<file path="config.mk">
export PLATFORM = sky130hd
export DESIGN_NAME = noc_send_ni
export DESIGN_NICKNAME = d
export VERILOG_FILES = /design/src/rtl/noc_pkg.sv /design/src/rtl/noc_credit_counter.sv /design/src/rtl/noc_send_ni.sv
export SDC_FILE = /design/constraint.sdc
export NUM_CORES = 1
export LEC_CHECK = 0
export CORE_UTILIZATION = 40
export DETAILED_ROUTE_END_ITERATION = 16
export GPL_TIMING_DRIVEN = 1
export PLACE_DENSITY = 0.77
export SLEW_MARGIN = 20
export SYNTH_ARGS = -nofsm -noshare
export SYNTH_HDL_FRONTEND = slang
export SYNTH_SLANG_ARGS = --single-unit
</file>
<file path="constraint.sdc">
create_clock -name Clk -period 8.9 [get_ports Clk]
set_input_delay 1.78 -clock Clk [delete_from_list [all_inputs] [get_ports Clk]]
set_output_delay 1.78 -clock Clk [all_outputs]
set_load 0.02 [all_outputs]
</file>
<file path="src/rtl/noc_pkg.sv">
// Shared flit-format constants and FSM state type for the NoC send-side network interface.
package noc_pkg;

  localparam int FLIT_DATA_WIDTH = 64;
  localparam int DEST_BITS       = 4;
  localparam int VC_BITS         = 1;
  localparam int NUM_VCS         = 2;
  localparam int NUM_RECV_PORTS  = 9;

  // Flit layout, MSB first: {valid, tail, dest, vc, data}
  localparam int FLIT_W    = 2 + DEST_BITS + VC_BITS + FLIT_DATA_WIDTH;
  localparam int CREDIT_W  = 1 + VC_BITS;
  localparam int VALID_BIT = FLIT_W - 1;
  localparam int TAIL_BIT  = FLIT_W - 2;
  localparam int DEST_LSB  = VC_BITS + FLIT_DATA_WIDTH;
  localparam int VC_LSB    = FLIT_DATA_WIDTH;

  typedef enum logic [0:0] {
    IDLE = 1'b0,
    SEND = 1'b1
  } state_t;

endpackage

</file>
<file path="src/rtl/noc_credit_counter.sv">
// Per-VC credit counter: starts full, saturates on over-return and flags it with a one-cycle pulse.
module noc_credit_counter #(
  parameter int BUF_DEPTH = 4
) (
  input  logic Clk,
  input  logic reset,
  input  logic inc,
  input  logic dec,
  output logic has_credit,
  output logic overflow
);

  localparam int CNT_W = $clog2(BUF_DEPTH + 1);
  localparam logic [CNT_W-1:0] FULL = CNT_W'(BUF_DEPTH);

  logic [CNT_W-1:0] cnt;

  always_comb begin
    has_credit = (cnt != '0);
    // A return that coincides with a send cancels out, so it can never overflow.
    overflow   = inc && !dec && (cnt == FULL);
  end

  always_ff @(posedge Clk) begin
    if (reset) begin
      cnt <= FULL;
    end else if (inc && !dec) begin
      if (cnt != FULL) cnt <= cnt + CNT_W'(1);
    end else if (dec && !inc) begin
      if (cnt != '0) cnt <= cnt - CNT_W'(1);
    end
  end

endmodule

</file>
<file path="src/rtl/noc_send_ni.sv">
// Injection network interface: serializes one request packet into head/body/tail flits under per-VC credits.
module noc_send_ni
  import noc_pkg::*;
#(
  parameter int PKT_FLITS = 2,
  parameter int BUF_DEPTH = 4
) (
  input  logic                                 Clk,
  input  logic                                 reset,
  input  logic                                 req_valid,
  output logic                                 req_ready,
  input  logic [DEST_BITS-1:0]                 req_dest,
  input  logic [VC_BITS-1:0]                   req_vc,
  input  logic [PKT_FLITS*FLIT_DATA_WIDTH-1:0] req_data,
  output logic [FLIT_W-1:0]                    flit_out,
  output logic                                 flit_en,
  input  logic [CREDIT_W-1:0]                  credit_in,
  output logic                                 credit_drain,
  output logic                                 credit_err,
  output logic [31:0]                          pkt_count
);

  localparam int IDX_W = (PKT_FLITS > 1) ? $clog2(PKT_FLITS) : 1;
  localparam logic [IDX_W-1:0] LAST_IDX = IDX_W'(PKT_FLITS - 1);

  state_t                               state, state_nxt;
  logic [IDX_W-1:0]                     idx;
  logic [DEST_BITS-1:0]                 dest_l;
  logic [VC_BITS-1:0]                   vc_l;
  logic [PKT_FLITS*FLIT_DATA_WIDTH-1:0] data_l;

  logic [NUM_VCS-1:0] has_credit, ovf, inc, dec;
  logic               credit_valid, credit_bad, vc_ok, cur_credit, is_tail, fire, accept;
  logic [VC_BITS-1:0] credit_vc;

  assign credit_valid = credit_in[CREDIT_W-1];
  assign credit_vc    = credit_in[VC_BITS-1:0];
  assign credit_bad   = credit_valid && (int'(credit_vc) >= NUM_VCS);
  assign vc_ok        = int'(vc_l) < NUM_VCS;
  assign cur_credit   = vc_ok && has_credit[vc_l];
  assign is_tail      = (idx == LAST_IDX);
  // Send decision uses only registered state and counts; credit_in lands at the edge.
  assign fire         = !reset && (state == SEND) && cur_credit;
  assign accept       = req_ready && req_valid;
  assign credit_drain = !reset;

  for (genvar v = 0; v < NUM_VCS; v++) begin : g_vc
    assign inc[v] = credit_valid && (credit_vc == VC_BITS'(v));
    assign dec[v] = fire && (vc_l == VC_BITS'(v));

    noc_credit_counter #(
      .BUF_DEPTH (BUF_DEPTH)
    ) u_credit (
      .Clk        (Clk),
      .reset      (reset),
      .inc        (inc[v]),
      .dec        (dec[v]),
      .has_credit (has_credit[v]),
      .overflow   (ovf[v])
    );
  end

  always_ff @(posedge Clk) begin
    if (reset) state <= IDLE;
    else       state <= state_nxt;
  end

  always_comb begin
    state_nxt = state;
    req_ready = 1'b0;
    flit_en   = 1'b0;
    flit_out  = '0;
    case (state)
      IDLE: begin
        req_ready = !reset;
        if (req_valid && !reset) state_nxt = SEND;
      end
      SEND: begin
        if (fire) begin
          flit_en  = 1'b1;
          flit_out = {1'b1, is_tail, dest_l, vc_l,
                      data_l[FLIT_DATA_WIDTH*int'(idx) +: FLIT_DATA_WIDTH]};
          if (is_tail) state_nxt = IDLE;
        end
      end
      default: state_nxt = IDLE;
    endcase
  end

  always_ff @(posedge Clk) begin
    if (reset) begin
      idx        <= '0;
      credit_err <= 1'b0;
      pkt_count  <= '0;
    end else begin
      if (accept) begin
        idx <= '0;
      end else if (fire) begin
        idx <= is_tail ? '0 : idx + IDX_W'(1);
        if (is_tail) pkt_count <= pkt_count + 32'd1;
      end
      if ((|ovf) || credit_bad) credit_err <= 1'b1;
    end
  end

  // Packet payload is held only while the packet is in flight; no reset needed.
  always_ff @(posedge Clk) begin
    if (accept) begin
      dest_l <= req_dest;
      vc_l   <= req_vc;
      data_l <= req_data;
    end
  end

endmodule
</file>
==> results of run 1 <==
## layout make-up
| type | instances | share of cell area |
|---|---|---|
| clock buffers | 17 | 0.0413 |
| clock inverters | 15 | 0.0147 |
| inverters | 8 | 0.00340 |
| multi-input cells | 315 | 0.204 |
| flip-flops and latches | 174 | 0.467 |
| well taps | 225 | 0.0273 |
| repair buffers | 249 | 0.242 |
## tightest hold or removal path, cell delays in order, from the launching register on
cell and delay, ps:
dfxtp_1 340, o31ai_1 80, a21oi_1 60
## final timing paths
| path | from | endpoint | slack, ps | cells after the start |
|---|---|---|---|---|
| max | reset | flit_out[69] | 2550 | 8 |
| min | pkt_count[18] | pkt_count[18] | 520 | 2 |
| max reg2reg | g_vc[0].u_credit.cnt[2] | g_vc[1].u_credit.cnt[2] | 5390 | 12 |
| min reg2reg | pkt_count[18] | pkt_count[18] | 520 | 2 |
## logic make-up after synthesis
kind of cell / Yosys count
muxes: 67
buffers and inverters: 33
AOI/OAI and AO/OA: 23
and+or+nand+nor: 191
xor gates and xnor gates: 29
adders and majority gates: 5
DFF: 174
## through the flow
| stage | hold WS, ps | setup WS (ps) | std cells |
|---|---|---|---|
| floorplan | 492 | 310 | 522 |
| global placement | 493 | 2520 | 971 |
| detailed placement | 509 | 2500 | 971 |
| CTS | 518 | 2500 | 1003 |
| global route | 532 | 2380 | 1003 |
| finish | 516 | 2550 | 1003 |
## power groups by stage
stage | clock network, mW | logic (mW) | registers (mW)
2_1_floorplan | 0 | 0.112 | 0.948
3_3_place_gp | 0 | 0.220 | 0.948
3_5_place_dp | 0 | 0.225 | 0.950
4_1_cts | 0.747 | 0.227 | 0.932
5_1_grt | 0.775 | 0.240 | 0.936
6_report | 0.730 | 0.224 | 0.932
## registers in the layout, indices dropped and copies added, names as in the netlist
register / cells
g_vc.u_credit.cnt: 6
state: 1
dest_l: 4
pkt_count: 32
idx: 1
data_l: 128
vc_l: 1
credit_err: 1
## layer usage
layer  vias to the layer above  global-route usage  share of wire
met4                         0              0.0780          0.021
met3                        26              0.0522          0.069
met5                         -                   0              0
li1                       2373                   -              -
met1                      2374               0.214           0.40
met2                       203               0.327           0.51
## cell usage in the layout, fill, tap and decap left out, types with 6 or more instances in the layout
cell type	n
inv_1	7
nor2_1	111
and2_1	9
dfxtp_1	40
inv_6	6
o21ai_0	6
a21oi_1	10
nand3_1	12
clkdlybuf4s50_1	244
xnor2_1	13
xor2_1	16
nand2_1	12
edfxtp_1	133
clkbuf_16	17
mux2i_1	66
nand4_1	13
==> results_dict.tcl, run 1 <==
set metrics [dict create \
    grt_pass1_vias 5127 \
    critPathCaptureType "primary output" \
    rsz0062_at_grt "false" \
    clock.fmax_mhz 158 \
    io_pins 245 \
    p_leak_nw 3.39 \
    grt.total_usage 0.187 \
    critPathTopFamily "buffers and inverters" \
    synthMuxAreaShare 0.0950 \
    synth_fp_nets 665 \
    status "finished clean" \
    hold_path.class "reg -> reg" \
    syn-instance-count 522 \
    finalSetupViolCount 0 \
    clockBufferDepth 2 \
    cts_hold_buf 0 \
    vias 4976 \
    insertion_delay_ps 430 \
    die_h_um 135 \
    p_seq_frac 0.494 \
    nNetsFinal 908 \
    fin_util 0.596 \
    yosysWarnings 0 \
    antenna_left 0 \
    drive_above_1_share 0.0668 \
    final_area_um2 10300 \
    postCtsSetupBuffers 0 \
    cp_cell_sequence "clkdlybuf4s50_1 > buf_4 > nand2b_4 > or3_2 > buf_4 > inv_6 > and2_1 > clkdlybuf4s50_1" \
    final-max-slew-violation-count 0 \
    synthTopCellsByCount "133 x edfxtp_1, 111 x nor2_1, 66 x mux2i_1, 41 x dfxtp_1, 16 x xor2_1" \
    crit_slowest_cell "clkdlybuf4s50_1" \
    cts_max_level 4 \
    power_per_cell_area_nw_per_um2 183 \
    tns_ps 0 \
    clkSinkCount 174 \
    crit_fanout 68 \
    avgSynthCellArea_um2 13.6 \
    finalHoldViolations 0 \
    period_needed_ps 6350 \
    post_drt_wl_per_cell_um 16.5 \
    drt_iter0_drc 253 \
    synth_compound_area_frac 0.0195 \
    ys_types 42 \
    cts_root_buffer "clkbuf_16" \
    drtPass1Iterations 5 \
    cp.arrival_ps 4570 \
    antenna_cells 0 \
    maxCapViolCount 0 \
    switchingPower_mw 0.457 \
    place.gp.congestion 0.799 \
    grt_max_degree 143 \
    hpwl_um 11600 \
    gr-total-overflow 0 \
    synthFlopType "edfxtp_1" \
    irDropWorstVdd_mv 0.134 \
    power_mw 1.89 \
    synth_top_family_by_area "simple AND/OR/NAND/NOR gates" \
    yosys.area_share.simple 0.135 \
    die_area_um2 18200 \
    synth_edf_count 133 \
    vias_per_cell 4.96 \
    placed_cell_area_um2 9730 \
    port_buffers 244 \
    synth_xor_area_frac 0.0359 \
    drc 0 \
    synth_most_common_cell "edfxtp_1" \
    critPathKind "in -> out" \
    synth_top_area_frac 0.565 \
    clockPowerShare 0.387 \
    fp.coreArea_um2 17300 \
    async_reset_ff_frac 0 \
    synth_area_leaders "edfxtp_1 56%, dfxtp_1 12%, mux2i_1 9.3%" \
    multiInputGateArea_um2 2100 \
    postCtsResizedCells 0 \
    synthesis.area_um2 7070 \
    yosys.area.top_type "edfxtp_1" \
    skew_ps 11.0 \
    cts_buffers 17 \
    cts_tree "yes" \
    die_w_um 135 \
    tightest_slew_ps 766 \
    wl_um 16600 \
    worstSetupStartpointType "input port" \
    cp_slowest_stage_delay_ps 640 \
    internal-power_mw 1.43 \
    antenna_found_initial 0 \
    seq_area_frac_synth 0.681 \
    synth_fa_ha_area_frac 0.0110 \
    path_buf_inv 5 \
    fin_crit_sh 0.713 \
    synth-seq-cells 174 \
    start_util 0.409 \
    grt_first_pass_wirelength_um 25500 \
    combPwrFrac 0.119 \
    fillers 1350 \
    final-seq-area_um2 4820 \
    rows 48 \
    required_ps 7120 \
    maxSlewHeadroom 0.489 \
    clkTransAtPathRegs_ps 60 \
    netSwitchingFraction 0.242 \
    areaGrowthSynthToFinish_pct 45.7 \
]
Power figures use the tool's default switching activity.
==> inputs of run 2 (changes only) <==
==> constraint.sdc (replaced) <==
create_clock -name Clk -period 5.4 [get_ports Clk]
set_input_delay 1.08 -clock Clk [delete_from_list [all_inputs] [get_ports Clk]]
set_output_delay 1.08 -clock Clk [all_outputs]
set_load 0.02 [all_outputs]
==> results_dict.tcl, run 2 (same netlist as run 1, synthesis figures left out) <==
set metrics [dict create \
    status "finished clean" \
    top_regs "data_l x128, pkt_count x32, g_vc.u_credit.cnt x6" \
    drive_above_1_share 0.0691 \
    finalSetupViolCount 0 \
    required_ps 4320 \
    cts_root_buffer "clkbuf_16" \
    grt.total_usage 0.193 \
    die_w_um 135 \
    cp_slowest_stage_delay_ps 790 \
    final_common_cell "clkdlybuf4s50_1" \
    clkSinkCount 174 \
    period_needed_ps 4670 \
    gr-total-overflow 0 \
    grt_pass1_vias 5140 \
    drt_iter0_drc 258 \
    vias 4990 \
    fin_crit_sh 0.865 \
    cp_cell_sequence "clkdlybuf4s50_1 > nand2b_4 > or3_2 > inv_6 > and2_1 > clkdlybuf4s50_1" \
    drc 0 \
    place_ws_ps 705 \
    critPathTopFamily "buffers and inverters" \
    clkTransAtPathRegs_ps 70 \
    cts_hold_buf 0 \
    hold_path.class "reg -> reg" \
    areaGrowthSynthToFinish_pct 46.1 \
    tns_ps 0 \
    antenna_found_initial 0 \
    maxSlewHeadroom 0.486 \
    postCtsSetupBuffers 0 \
    hpwl_um 12300 \
    finalHoldViolations 0 \
    cts_tree "yes" \
    cp.depth 6 \
    die_area_um2 18200 \
    start_util 0.409 \
    crit_fanout 30 \
    post_drt_wl_per_cell_um 16.9 \
    min_from "pkt_count[25]" \
    nNetsFinal 911 \
    postCtsResizedCells 0 \
    skew_ps 11.1 \
    worstRegToRegCells 11 \
    cts_buffers 17 \
    maxCapViolCount 0 \
    place.gp.congestion 0.815 \
    power_mw 3.13 \
    cp.arrival_ps 3590 \
    layout_common_cells "244 x clkdlybuf4s50_1, 133 x edfxtp_1, 111 x nor2_1, 66 x mux2i_1, 40 x dfxtp_1" \
    antenna_cells 0 \
    top_register "data_l" \
    final-seq-area_um2 4820 \
    rows 48 \
    p_leak_nw 3.40 \
    holdWs_ps 517 \
    multiInputGateArea_um2 2100 \
    io_pins 245 \
    critPathKind "in -> out" \
    die_h_um 135 \
    crit-reg2reg-launch "g_vc[0].u_credit.cnt[2]" \
    largest_reg_flops 128 \
    fillers 1340 \
    vias_per_cell 4.96 \
    path_buf_inv 3 \
    insertion_delay_ps 420 \
    setup_slack_ps 728 \
    crit_top_cell "clkdlybuf4s50_1" \
    holdPathStages 2 \
    critPathCaptureType "primary output" \
    fp.coreArea_um2 17300 \
    worstSetupStartpointType "input port" \
    cts_max_level 4 \
    clock.fmax_mhz 214 \
    antenna_left 0 \
    final_area_um2 10300 \
    tightest_slew_ps 771 \
    placed_cell_area_um2 9750 \
    worstSetupStartpoint "reset" \
    drtPass1Iterations 4 \
    rsz0062_at_grt "false" \
    wl_um 17000 \
    port_buffers 244 \
    clockBufferDepth 2 \
    irDropWorstVdd_mv 0.205 \
    grt_first_pass_wirelength_um 26200 \
    grt_max_degree 64 \
    final-max-slew-violation-count 0 \
    power_per_cell_area_nw_per_um2 303 \
    crit_slowest_cell "or3_2" \
]
==> run 2: cell types whose count changed in the layout (fill, tap and decap cells not counted), sizes merged <==
cell | before | now
buf | 5 | 8
inv | 16 | 13
clkinvlp | 1 | 3
bufinv | 1 | 2
clkbuf | 17 | 18
clkinv | 5 | 4
==> run 2: stage by stage <==
step	std cells	util
3_3_place_gp	974	0.564
6_report	1006	0.598
4_1_cts	1006	0.598
5_1_grt	1006	0.598
2_1_floorplan	522	-
3_5_place_dp	974	0.564
==> run 2: final timing paths <==
path | endpoint | slack (ps)
worst max-delay path | flit_out[69] | 730
worst min-delay path | pkt_count[25] | 520
worst max register to register | g_vc[1].u_credit.cnt[2] | 2010
worst min register to register | pkt_count[25] | 520
==> run 2: power by group <==
part,internal (mW),switching [mW]
sequential,1.50,0.0328
combinational,0.201,0.173
clock,0.690,0.532
==> run 2: layout make-up <==
| class | instances | share of cell area |
|---|---|---|
| inverters | 8 | 0.00339 |
| multi-input cells | 315 | 0.203 |
| repair buffers | 252 | 0.243 |
| clock buffers | 18 | 0.0415 |
| clock inverters | 14 | 0.0151 |
| well taps | 225 | 0.0272 |
| flip-flops and latches | 174 | 0.466 |
==> run 2: worst reg2reg max path, stage by stage, from the launching register on <==
cell and delay, ps:
dfxtp_1 370, nor4_2 490, or3_2 670, inv_6 130
and2_1 210, inv_1 50, ha_1 270, inv_1 90
fa_1 430, nor3_1 200, a21oi_1 50, o311ai_0 310
==> run 2: metal layers <==
metal | track usage | vias to the layer above | part of all wire
met3 | 0.0657 | 35 | 0.071
met4 | 0.0936 | 0 | 0.030
met5 | 0 | - | 0
met2 | 0.326 | 203 | 0.51
met1 | 0.219 | 2374 | 0.39
li1 | - | 2378 | -
==> inputs of run 3 (changes only) <==
--- a/config.mk
+++ b/config.mk
@@ -6,6 +6,7 @@
 export NUM_CORES = 1
 export LEC_CHECK = 0
 export CORE_UTILIZATION = 40
+export CTS_CLUSTER_SIZE = 12
 export DETAILED_ROUTE_END_ITERATION = 16
 export GPL_TIMING_DRIVEN = 1
 export PLACE_DENSITY = 0.77
==> results of run 3 <==
Same layout as run 2: the final DEF is identical, and so are final timing and power.
